==> src/rtl/vx_mem_perf_monitor.sv <==
// Per-channel memory performance monitor: lane-level read/write/response counters,
// outstanding-read tracking and a registered channel-indexed readout. Optional macro: MEM_PERF_SAT_EN.
module vx_mem_perf_monitor #(
   parameter int  NUM_CH    = 2,
   parameter int  NUM_LANES = 4,
   parameter int  CTR_BITS  = 44,
   parameter int  PEND_BITS = 16,
   parameter int  REQ_DELAY = 1,
   localparam int SEL_W     = (NUM_CH > 1) ? $clog2(NUM_CH) : 1
) (
   input  logic                          clk,
   input  logic                          reset,
   input  logic                          clear,
   input  logic [NUM_CH-1:0]             req_valid,
   input  logic [NUM_CH-1:0]             req_ready,
   input  logic [NUM_CH-1:0]             req_rw,
   input  logic [NUM_CH*NUM_LANES-1:0]   req_mask,
   input  logic [NUM_CH-1:0]             rsp_valid,
   input  logic [NUM_CH-1:0]             rsp_ready,
   input  logic [NUM_CH*NUM_LANES-1:0]   rsp_mask,
   input  logic [SEL_W-1:0]              rd_sel,
   output logic [CTR_BITS-1:0]           rd_reads,
   output logic [CTR_BITS-1:0]           rd_writes,
   output logic [CTR_BITS-1:0]           rd_latency,
   output logic [PEND_BITS-1:0]          rd_pending,
   output logic [PEND_BITS-1:0]          rd_peak,
   output logic [NUM_CH-1:0]             underflow
);

   localparam int CNT_W = $clog2(NUM_LANES + 1);
   localparam int PX_W  = PEND_BITS + 2;

   function automatic logic [CNT_W-1:0] popcount(input logic [NUM_LANES-1:0] mask);
      logic [CNT_W-1:0] n;
      n = '0;
      for (int i = 0; i < NUM_LANES; i++) begin
         n = n + CNT_W'(mask[i]);
      end
      return n;
   endfunction

   function automatic logic [CTR_BITS-1:0] ctr_add(input logic [CTR_BITS-1:0] a,
                                                   input logic [CTR_BITS-1:0] b);
`ifdef MEM_PERF_SAT_EN
      logic [CTR_BITS:0] sum;
      sum = {1'b0, a} + {1'b0, b};
      if (sum[CTR_BITS]) begin
         return '1;
      end else begin
         return sum[CTR_BITS-1:0];
      end
`else
      return a + b;
`endif
   endfunction

   logic [CTR_BITS-1:0]  reads_a   [NUM_CH];
   logic [CTR_BITS-1:0]  writes_a  [NUM_CH];
   logic [CTR_BITS-1:0]  latency_a [NUM_CH];
   logic [PEND_BITS-1:0] pending_a [NUM_CH];
   logic [PEND_BITS-1:0] peak_a    [NUM_CH];

   for (genvar c = 0; c < NUM_CH; c++) begin : g_ch
      logic                 req_fire_s;
      logic [CNT_W-1:0]     rd_now_s;
      logic [CNT_W-1:0]     wr_now_s;
      logic [CNT_W-1:0]     rsp_s;
      logic [CNT_W-1:0]     rd_use_s;
      logic [CNT_W-1:0]     wr_use_s;
      logic [PX_W-1:0]      pend_raw_s;
      logic [PEND_BITS-1:0] pend_next_s;
      logic                 uf_hit_s;
      logic [CTR_BITS-1:0]  reads_r;
      logic [CTR_BITS-1:0]  writes_r;
      logic [CTR_BITS-1:0]  latency_r;
      logic [PEND_BITS-1:0] pending_r;
      logic [PEND_BITS-1:0] peak_r;
      logic                 uf_r;

      // Lane counts of this cycle's fired request and accepted response
      always_comb begin
         req_fire_s = req_valid[c] & req_ready[c];
         rd_now_s   = '0;
         wr_now_s   = '0;
         if (req_fire_s && req_rw[c]) begin
            wr_now_s = popcount(req_mask[c*NUM_LANES +: NUM_LANES]);
         end else if (req_fire_s) begin
            rd_now_s = popcount(req_mask[c*NUM_LANES +: NUM_LANES]);
         end else begin
            rd_now_s = '0;
            wr_now_s = '0;
         end
         if (rsp_valid[c] && rsp_ready[c]) begin
            rsp_s = popcount(rsp_mask[c*NUM_LANES +: NUM_LANES]);
         end else begin
            rsp_s = '0;
         end
      end

      if (REQ_DELAY != 0) begin : g_dly
         logic [CNT_W-1:0] rd_dly_r;
         logic [CNT_W-1:0] wr_dly_r;

         // Request lane counts staged one cycle; responses bypass this stage
         always_ff @(posedge clk) begin
            if (reset || clear) begin
               rd_dly_r <= '0;
               wr_dly_r <= '0;
            end else begin
               rd_dly_r <= rd_now_s;
               wr_dly_r <= wr_now_s;
            end
         end

         assign rd_use_s = rd_dly_r;
         assign wr_use_s = wr_dly_r;
      end else begin : g_nodly
         assign rd_use_s = rd_now_s;
         assign wr_use_s = wr_now_s;
      end

      // Two extra bits: the top bit flags a negative result, the next one overflow
      always_comb begin
         pend_raw_s = {2'b00, pending_r} + PX_W'(rd_use_s) - PX_W'(rsp_s);
         uf_hit_s   = pend_raw_s[PX_W-1];
         if (pend_raw_s[PX_W-1]) begin
            pend_next_s = '0;
         end else if (pend_raw_s[PEND_BITS]) begin
            pend_next_s = '1;
         end else begin
            pend_next_s = pend_raw_s[PEND_BITS-1:0];
         end
      end

      // Counter state; every update uses start-of-cycle values
      always_ff @(posedge clk) begin
         if (reset || clear) begin
            reads_r   <= '0;
            writes_r  <= '0;
            latency_r <= '0;
            pending_r <= '0;
            peak_r    <= '0;
            uf_r      <= 1'b0;
         end else begin
            reads_r   <= ctr_add(reads_r, CTR_BITS'(rd_use_s));
            writes_r  <= ctr_add(writes_r, CTR_BITS'(wr_use_s));
            latency_r <= ctr_add(latency_r, CTR_BITS'(pending_r));
            pending_r <= pend_next_s;
            peak_r    <= (pend_next_s > peak_r) ? pend_next_s : peak_r;
            uf_r      <= uf_r | uf_hit_s;
         end
      end

      assign reads_a[c]   = reads_r;
      assign writes_a[c]  = writes_r;
      assign latency_a[c] = latency_r;
      assign pending_a[c] = pending_r;
      assign peak_a[c]    = peak_r;
      assign underflow[c] = uf_r;
   end

   logic [CTR_BITS-1:0]  sel_reads_s;
   logic [CTR_BITS-1:0]  sel_writes_s;
   logic [CTR_BITS-1:0]  sel_latency_s;
   logic [PEND_BITS-1:0] sel_pending_s;
   logic [PEND_BITS-1:0] sel_peak_s;

   // AND-OR channel mux; an out-of-range select matches nothing and yields zeros
   always_comb begin
      sel_reads_s   = '0;
      sel_writes_s  = '0;
      sel_latency_s = '0;
      sel_pending_s = '0;
      sel_peak_s    = '0;
      for (int c = 0; c < NUM_CH; c++) begin
         sel_reads_s   = sel_reads_s   | ({CTR_BITS{rd_sel == SEL_W'(c)}}  & reads_a[c]);
         sel_writes_s  = sel_writes_s  | ({CTR_BITS{rd_sel == SEL_W'(c)}}  & writes_a[c]);
         sel_latency_s = sel_latency_s | ({CTR_BITS{rd_sel == SEL_W'(c)}}  & latency_a[c]);
         sel_pending_s = sel_pending_s | ({PEND_BITS{rd_sel == SEL_W'(c)}} & pending_a[c]);
         sel_peak_s    = sel_peak_s    | ({PEND_BITS{rd_sel == SEL_W'(c)}} & peak_a[c]);
      end
   end

   // Registered readout
   always_ff @(posedge clk) begin
      if (reset || clear) begin
         rd_reads   <= '0;
         rd_writes  <= '0;
         rd_latency <= '0;
         rd_pending <= '0;
         rd_peak    <= '0;
      end else begin
         rd_reads   <= sel_reads_s;
         rd_writes  <= sel_writes_s;
         rd_latency <= sel_latency_s;
         rd_pending <= sel_pending_s;
         rd_peak    <= sel_peak_s;
      end
   end

endmodule

==> config.mk <==
export PLATFORM = sky130hd
export DESIGN_NAME = vx_mem_perf_monitor
export DESIGN_NICKNAME = d
export VERILOG_FILES = /design/src/rtl/vx_mem_perf_monitor.sv
export SDC_FILE = /design/constraint.sdc
export NUM_CORES = 1
export LEC_CHECK = 0
export ABC_AREA = 1
export BUFFER_PORTS_ARGS = -buffer_cell sky130_fd_sc_hd__buf_2
export CORE_UTILIZATION = 55
export DETAILED_ROUTE_END_ITERATION = 6
export PLACE_DENSITY = 0.74
export SLEW_MARGIN = 0
export SYNTH_ARGS = -nofsm -noshare
export SYNTH_HDL_FRONTEND = slang
export SYNTH_SLANG_ARGS = --single-unit
==> constraint.sdc <==
create_clock -name clk -period 11.9 [get_ports clk]
set_input_delay 0.595 -clock clk [delete_from_list [all_inputs] [get_ports clk]]
set_output_delay 0.595 -clock clk [all_outputs]
set_load 0.01 [all_outputs]
==> summary.md, run 1 <==
| Metric | Value |
|---|---|
| Critical path start-end classification | `primary input to flop` |
| Cell repeated most along the worst path | `sky130_fd_sc_hd__nand2_1` |
| Global route total overflow | `0` |
| Synthesized netlist net count | `4225` |
| Slowest cell delay on critical path | `570 ps` |
| Share of the clock period used by the worst path | `43.7%` |
| Met2 usage in global routing | `49.5%` |
| Number of placed I/O pins | `196` |
| Port Buffer Count | `195` |
| Antenna violations before repair | `0` |
| Area taken by multi-input logic gates | `14500 um^2` |
| Hold WS | `342 ps` |
| Sequential cell area | `10100 um^2` |
| Mux cell area share after synthesis | `0%` |
| Fraction of layout cells with a size suffix above 1 | `9.35%` |
| Global-route wire length before repair | `125000 um` |
| Startpoint type of the worst setup path | `primary input` |
| Worst slew pin tran | `1140 ps` |
| Clock network latency to the later pin of the worst-skew pair | `630 ps` |
| Count of distinct cell types in the synthesized netlist | `51` |
| Routed WL | `79400 um` |
| Die boundary width | `224 um` |
| Pin count of the biggest net entering global routing | `142` |
| Die area | `50200 um^2` |
| Dominant combinational cell family by area after synthesis | `simple AND/OR/NAND/NOR gates` |
| TritonCTS clock tree | `yes` |
| Path category of the worst min-delay check | `primary input to flop` |
| Antenna viol nets, final | `0` |
| Post-CTS Repair Setup Buffers | `0` |
| Area share of and/or/nand/nor cells after synthesis | `32.1%` |
| Number of clock sinks | `506` |
| Ant diodes | `0` |
| Clock input transition at the sequential cells of the worst setup and hold paths | `60 ps` |
| Share of the yosys chip area belonging to registers | `37.3%` |
| Achievable Freq | `192 MHz` |
| Count of filler cells inserted in the layout | `4739` |
| Data required time at the worst endpoint | `12380 ps` |
| Post-DR wirelength/cell | `16.1 um` |
| Mean area per synthesized cell | `6.68 um^2` |
| Setup Skew | `28.5 ps` |
| Nets | `4381` |
| Number of H-tree levels | `2` |
| Growth of design area from synthesis to finish | `12.1%` |
| Via count | `26289` |
| Initial DRC Count | `2734` |
| Power density over cell area | `214 nW/um^2` |
| RSZ-0062 raised after global routing | `false` |
| Cell at the slowest stage of the critical path | `sky130_fd_sc_hd__inv_1` |
| Maximum count of clock buffers along a single path | `3` |
| Max-capacitance violation count | `0` |
| Placeable core region | `48800 um^2` |
| Overall Global Routing Usage | `31.2%` |
| Global routing met1 resource utilization | `43.9%` |
| First-pass DRT Iterations | `6` |
| Starting Density | `55.5%` |
| Xor and xnor area share after synthesis | `1.36%` |
| Outcome | `complete, no violations` |
| Number of placement rows | `81` |
| Number of pins exceeding their max-slew limit in the final report | `0` |
| Total of cells resized after clock tree synthesis | `0` |
| Synth Warn # | `0` |
| Via count of the first global-routing pass | `23848` |
| Arithmetic-cell share of the synthesized area counting full adders, half adders and majority gates | `6.71%` |
| Post-CTS Hold Fix Bufs | `0` |
| Fin crit period | `5200 ps` |
| Via/cell ratio | `5.34` |
| Worst rel slew slack | `24.0%` |
| Hold Fails Final Rpt | `0` |
| Max Fanout on Critical Path | `17` |
| Most common library cell in the layout ignoring fill and taps | `sky130_fd_sc_hd__nand2_1` |
| Post-synthesis instance total | `4059` |
| Commonest cells after routing, fill and taps aside | `sky130_fd_sc_hd__nand2_1, sky130_fd_sc_hd__inv_1, sky130_fd_sc_hd__dfxtp_1` |
| Number of remaining DRC errors | `0` |
| Worst setup EP type | `flop` |
| Number of clock buffers inserted by TritonCTS | `54` |
| Number of synthesized register bits | `506` |
| Root cell of the clock tree | `sky130_fd_sc_hd__clkbuf_16` |
| Weighted congestion reported at the end of routability-driven placement | `0.954` |
| Total leakage power | `12.5 nW` |
| Setup TNS | `0 ps` |
| Met3 Use GR | `3.46%` |
| Share of the synthesized area in compound gates (AO/OA/AOI/OAI) | `13.3%` |
| Die span in y | `224 um` |
| Area of the mapped netlist | `27100 um^2` |
| Max IR drop VDD | `0.177 mV` |
| Most congested layer reported by global routing | `met2` |
| HPWL after DPL | `59900 um` |
| Endpoints failing setup | `0` |
| Data arrival time of the critical path | `5670 ps` |
power by group:
group          switching (mW)  total (mW)  internal [mW]
Clock                   0.720        1.76           1.04
Combinational            1.95        2.88          0.934
Sequential             0.0826        1.88           1.80
Total                    2.75        6.52           3.77
kinds of logic (layout without fill, tap and decap cells):
logic type	Yosys count	after routing
xor+xnor	42	42
flops	506	506
buf+inv	643	841
compound gates	700	700
fa+ha+maj	136	136
simple gates	2032	2032
registers in the layout, summed over array words and instances (netlist names):
name and cells:
g_ch.g_dly.rd_dly_r 6, g_ch.g_dly.wr_dly_r 6, g_ch.latency_r 88, g_ch.peak_r 32, g_ch.pending_r 32, g_ch.reads_r 88, g_ch.uf_r 2, g_ch.writes_r 88
rd_latency 44, rd_peak 16, rd_pending 16, rd_reads 44, rd_writes 44
through the flow:
stage | area (um^2) | utilization [%] | total power, mW | worst slack [ps] | instances
after floorplan | 27100 | - | 4.19 | 7110 | 4059
after global placement | 28500 | 58.4 | 4.70 | 6170 | 4823
after detailed placement | 28500 | 58.4 | 4.75 | 6070 | 4823
after CTS | 30400 | 62.2 | 6.51 | 6720 | 4921
after global routing | 30400 | 62.2 | 7.08 | 6270 | 4921
final | 30400 | 62.2 | 6.52 | 6700 | 4921
critical path: cells and delay by family:
family / cells / cell delay [ps]
buffers and inverters: 6 / 890
adder cells (fa/ha/maj): 6 / 2240
AND/OR/NAND/NOR: 17 / 1630
AO/OA/AOI/OAI: 2 / 290
final timing paths:
kind,start,to,slack (ps),depth (start not counted)
hold / removal,req_rw[1],g_ch[1].g_dly.wr_dly_r[1],340,3
hold reg to reg,g_ch[1].uf_r,g_ch[1].uf_r,460,2
setup / recovery,rsp_mask[4],g_ch[1].peak_r[13],6700,31
setup reg to reg,g_ch[0].pending_r[2],g_ch[0].peak_r[11],7350,21
Yosys cell counts (all sizes together):
cell type | number | area (um^2)
a21o | 1 | 7.51
a311oi | 1 | 8.76
dfxtp | 506 | 10100
and3 | 2 | 12.5
o21ai | 235 | 1210
a211oi | 1 | 7.51
nand3b | 18 | 135
clkbuf | 83 | 312
nand2 | 1122 | 4320
nand3 | 184 | 966
ha | 120 | 1500
o21ba | 1 | 10.0
nor4 | 12 | 81.3
o21a | 12 | 90.1
clkinv | 1 | 3.75
o21bai | 6 | 45.0
and2 | 9 | 56.3
nor3 | 112 | 587
or2 | 33 | 206
nand4 | 66 | 413
o211ai | 1 | 7.51
fa | 16 | 320
buf | 17 | 133
a21oi | 442 | 2230
xnor2 | 18 | 158
dlymetal6s2s | 1 | 12.5
nor3b | 8 | 65.1
xor2 | 24 | 210
inv | 541 | 2030
nor2 | 466 | 1860
final cells by class:
type | instances | area share (%)
clock buffers | 74 | 5.09
clock inverters | 24 | 1.04
inverters | 542 | 6.72
multi-input cells | 2910 | 47.7
flip-flops and latches | 506 | 33.3
well taps | 664 | 2.73
repair buffers | 201 | 3.38
metal layers:
layer | wire length (um) | vias up
met5 | 0 | -
met1 | 36800 | 11962
met4 | 2350 | 0
met3 | 5040 | 142
li1 | - | 13331
met2 | 35200 | 854
Note: power is estimated with default switching activity, not from simulation.
==> run 2: changes to the inputs <==
--- a/config.mk
+++ b/config.mk
@@ -5,11 +5,11 @@
 export SDC_FILE = /design/constraint.sdc
 export NUM_CORES = 1
 export LEC_CHECK = 0
-export ABC_AREA = 1
+export ABC_AREA = 0
 export BUFFER_PORTS_ARGS = -buffer_cell sky130_fd_sc_hd__buf_2
-export CORE_UTILIZATION = 55
+export CORE_UTILIZATION = 54
 export DETAILED_ROUTE_END_ITERATION = 6
-export PLACE_DENSITY = 0.74
+export PLACE_DENSITY = 0.76
 export SLEW_MARGIN = 0
 export SYNTH_ARGS = -nofsm -noshare
 export SYNTH_HDL_FRONTEND = slang
==> constraint.sdc (replaced) <==
create_clock -name clk -period 4.4 [get_ports clk]
set_input_delay 0.22 -clock clk [delete_from_list [all_inputs] [get_ports clk]]
set_output_delay 0.22 -clock clk [all_outputs]
set_load 0.01 [all_outputs]
==> run 2 against run 1 <==
  * The flow now finishes with violations (negative setup slack)
  * Via count fell by 24%
  * Core utilization rose by 3.6 points
  * Register-to-register slack got worse by 7700 ps
  * Combinational power rose to 5.5 times the previous value
  * Power rose to 3.9 times the previous value
  * Synthesized cell count fell by 34%
  * Largest cell class unchanged
  * Largest power group unchanged
  * Highest routed layer unchanged
==> summary.md, run 2 <==
| Metric | Value |
|---|---|
| Outcome | `complete, but fails checks (was complete, no violations)` |
| Violated checks | `negative setup slack` |
| Buffer and inverter count on the worst path | `4 (was 6)` |
| Antenna viol nets, final | `0 (unchanged)` |
| Placeable core region | `43500 um^2 (was 48800 um^2)` |
| Destination of the worst hold path | `g_ch[0].g_dly.wr_dly_r[0] (was g_ch[1].g_dly.wr_dly_r[1])` |
| Most congested layer reported by global routing | `met2 (unchanged)` |
| Fraction of layout cells with a size suffix above 1 | `17.0% (was 9.35%)` |
| Count of distinct cell types in the synthesized netlist | `86 (was 51)` |
| Most instantiated cells after synthesis | `sky130_fd_sc_hd__dfxtp_1, sky130_fd_sc_hd__nor2_1, sky130_fd_sc_hd__mux2i_1 (was sky130_fd_sc_hd__nand2_1, sky130_fd_sc_hd__inv_1, sky130_fd_sc_hd__dfxtp_1)` |
| Die boundary width | `213 um (was 224 um)` |
| Hold Path Depth | `4 (was 3)` |
| Pin count of the biggest net entering global routing | `220 (was 142)` |
| Hold WS | `44.4 ps (was 342 ps)` |
| Top-count cell post-synth | `sky130_fd_sc_hd__dfxtp_1 (was sky130_fd_sc_hd__nand2_1)` |
| Setup TNS | `-15910 ps (was 0 ps)` |
| Top cells by area, synth | `sky130_fd_sc_hd__dfxtp_1, sky130_fd_sc_hd__nor2_1, sky130_fd_sc_hd__mux2i_1 (was sky130_fd_sc_hd__dfxtp_1, sky130_fd_sc_hd__nand2_1, sky130_fd_sc_hd__a21oi_1)` |
| Number of clock buffers inserted by TritonCTS | `53 (was 54)` |
| Weighted congestion reported at the end of routability-driven placement | `0.889 (was 0.954)` |
| Reg-to-reg endpoint | `g_ch[0].peak_r[1] (was g_ch[0].peak_r[11])` |
| Initial DRC Count | `1272 (was 2734)` |
| Global routing met1 resource utilization | `34.2% (was 43.9%)` |
| Cell family with most CP delay | `adder cells (unchanged)` |
| Beginning of the worst register-to-register path | `g_ch[0].g_dly.rd_dly_r[0] (was g_ch[0].pending_r[2])` |
| Pre-CTS setup slack | `-1290 ps (was 6070 ps)` |
| Nets | `3119 (was 4381)` |
| Data arrival time of the critical path | `5560 ps (was 5670 ps)` |
| Overall Global Routing Usage | `26.6% (was 31.2%)` |
| Top cell type's share of synthesized area | `42.2% (was 37.3%)` |
| HPWL after DPL | `43500 um (was 59900 um)` |
| Number of H-tree levels | `2 (unchanged)` |
| Post-DP Area | `26100 um^2 (was 28500 um^2)` |
| Design Area, Final | `28600 um^2 (was 30400 um^2)` |
| R2r worst-path depth | `22 (was 21)` |
| Number of synthesized register bits | `506 (unchanged)` |
| Slowest cell delay on critical path | `580 ps (was 570 ps)` |
| Most common library cell in the layout ignoring fill and taps | `sky130_fd_sc_hd__dfxtp_1 (was sky130_fd_sc_hd__nand2_1)` |
| Worst setup EP type | `flop (unchanged)` |
| Number of synthesized flops with an enable pin | `0 (unchanged)` |
| Endpoints failing setup | `32 (was 0)` |
| Asr flop ratio synth | `0% (unchanged)` |
| Number of placed I/O pins | `196 (unchanged)` |
| Start point of the critical path | `rsp_mask[0] (was rsp_mask[4])` |
| Data required time at the worst endpoint | `4920 ps (was 12380 ps)` |
| Post-synthesis instance total | `2680 (was 4059)` |
| Power density over cell area | `897 nW/um^2 (was 214 nW/um^2)` |
| Routed WL | `60500 um (was 79400 um)` |
| Internal reg-to-reg setup slack | `-350 ps (was 7350 ps)` |
| Startpoint of the worst hold path | `req_mask[2] (was req_rw[1])` |
| Share of the yosys chip area belonging to registers | `42.2% (was 37.3%)` |
| Share of the clock period used by the worst path | `115%` |
| RSZ-0062 raised after global routing | `true (was false)` |
| Number of clock sinks | `506 (unchanged)` |
| Clock input transition at the sequential cells of the worst setup and hold paths | `60 ps (about the same)` |
| Cell type contributing the most total cell area after synthesis | `sky130_fd_sc_hd__dfxtp_1 (unchanged)` |
| Cell at the slowest stage of the critical path | `sky130_fd_sc_hd__fa_1 (was sky130_fd_sc_hd__inv_1)` |
| Worst rel slew slack | `21.9% (was 24.0%)` |
| Ant diodes | `0 (unchanged)` |
| Largest registers | `g_ch.latency_r: 88 flops, g_ch.reads_r: 88 flops, g_ch.writes_r: 88 flops (unchanged)` |
| Worst slew pin tran | `1170 ps (was 1140 ps)` |
| Worst Slack Setup Final | `-639 ps (was 6700 ps)` |
| Startpoint type of the worst setup path | `primary input (unchanged)` |
| Setup Skew | `21.4 ps (was 28.5 ps)` |
| Number of placement rows | `76 (was 81)` |
| Hold Fails Final Rpt | `0 (unchanged)` |
| Number of pins exceeding their max-slew limit in the final report | `0 (unchanged)` |
| Fin crit period | `5040 ps` |
| Synth Warn # | `0 (unchanged)` |
| Global route total overflow | `0 (unchanged)` |
| Via/cell ratio | `5.58 (was 5.34)` |
| Met2 usage in global routing | `43.9% (was 49.5%)` |
| Clock network latency to the later pin of the worst-skew pair | `610 ps (was 630 ps)` |
| Die span in y | `213 um (was 224 um)` |
| Antenna violations before repair | `0 (unchanged)` |
| First-pass DRT Iterations | `7 (was 6)` |
| Met3 Use GR | `3.57% (was 3.46%)` |
| Max IR drop VDD | `1.18 mV (was 0.177 mV)` |
| Max Fanout on Critical Path | `8 (was 17)` |
| Starting Density | `55.2% (was 55.5%)` |
| Number of remaining DRC errors | `0 (unchanged)` |
| Max-capacitance violation count | `0 (unchanged)` |
| Synthesized netlist net count | `2846 (was 4225)` |
| Port Buffer Count | `195 (unchanged)` |
| Path category of the worst min-delay check | `primary input to flop (unchanged)` |
| Prevailing post-synth register cell | `sky130_fd_sc_hd__dfxtp_1 (unchanged)` |
| Achievable Freq | `198 MHz` |
| Root cell of the clock tree | `sky130_fd_sc_hd__clkbuf_16 (unchanged)` |
| Area of the mapped netlist | `24000 um^2 (was 27100 um^2)` |
| TritonCTS clock tree | `yes (unchanged)` |
| Die area | `45300 um^2 (was 50200 um^2)` |
| Total leakage power | `11.9 nW (was 12.5 nW)` |
| Via count of the first global-routing pass | `19497 (was 23848)` |
| Post-DR wirelength/cell | `16.9 um (was 16.1 um)` |
| Mean area per synthesized cell | `8.95 um^2 (was 6.68 um^2)` |
| Via count | `19940 (was 26289)` |
| Critical path start-end classification | `primary input to flop (unchanged)` |
| Maximum count of clock buffers along a single path | `3 (unchanged)` |
| Growth of design area from synthesis to finish | `19.3% (was 12.1%)` |
| Commonest cells after routing, fill and taps aside | `sky130_fd_sc_hd__dfxtp_1, sky130_fd_sc_hd__nor2_1, sky130_fd_sc_hd__buf_2 (was sky130_fd_sc_hd__nand2_1, sky130_fd_sc_hd__inv_1, sky130_fd_sc_hd__dfxtp_1)` |
| Global-route wire length before repair | `97100 um (was 125000 um)` |
run 2: cell count changes after synthesis, sizes merged, moves of 45 or more:
cell / previous run / this run
a21oi: 442 / 143
mux2i: 0 / 167
or3: 0 / 45
nand3: 184 / 78
xnor2: 18 / 100
inv: 541 / 134
and3: 2 / 48
nor3: 112 / 31
nand2: 1122 / 147
xor2: 24 / 114
o21ai: 235 / 79
run 2: worst max path at each step:
stage,end,slack [ps],cells past startpoint
3_5_place_dp,g_ch[0].peak_r[1],-1290,24
6_report,g_ch[0].peak_r[1],-640,25
4_1_cts,g_ch[0].peak_r[13],-550,25
5_1_grt,g_ch[0].peak_r[1],-800,24
2_1_floorplan,g_ch[1].peak_r[12],-990,24
3_3_place_gp,g_ch[0].peak_r[13],-1090,24
run 2: cells by family (layout without fill, tap and decap cells):
logic type,count (synthesis),in the layout,share of synthesized area (%)
AO/OA/AOI/OAI,406,406,11.2
adder cells (fa/ha/maj),136,136,7.59
multiplexers,168,168,7.01
XOR/XNOR,214,214,7.81
buffers and inverters,249,558,4.26
AND/OR/NAND/NOR,1001,1003,19.9
flip-flops,506,506,42.2
run 2: area by class of cell:
type,instances,area (um^2)
well taps,585,732
fillers,3532,14800
multi-input cells,1927,13300
inverters,134,503
repair buffers,331,2200
clock inverters,22,279
flip-flops and latches,506,10100
clock buffers,71,1480
run 2: stage by stage:
stage	total power, mW	cells	utilization, %
6_report	25.7	3576	65.9
5_1_grt	27.3	3576	65.9
3_5_place_dp	18.1	3444	60.0
4_1_cts	24.5	3567	65.3
2_1_floorplan	13.9	2680	-
3_3_place_gp	17.8	3444	60.0
run 2: repair_timing:
action / CTS / global route
hold buffers: 13 / 0
cloned: 3 / 1
buffers inserted: 14 / 9
gates resized for setup: 45 / 25
setup endpoints to repair: 32 / 32
pin swaps: 22 / 38
endpoints found under the hold margin: 14 / 0
run 2: tightest hold or removal path: stages:
cell,delay [ps]
sky130_fd_sc_hd__buf_2,80
sky130_fd_sc_hd__ha_1,160
sky130_fd_sc_hd__inv_1,60
sky130_fd_sc_hd__nor2_1,90
run 2: per-layer routing:
metal  routed length (um)  share of wire [%]  vias up
li1                     -                  -     9774
met1                26600                 44     9524
met2                28400                 47      500
met3                 2870                4.7      142
met4                 2610                4.3        0
met5                    0                  0        -
run 2: power breakdown:
group / leakage (nW) / switching [mW] / internal (mW)
clock: 0.877 / 1.85 / 2.66
combinational: 6.90 / 8.18 / 7.69
sequential: 4.08 / 0.387 / 4.92
total: 11.9 / 10.4 / 15.3
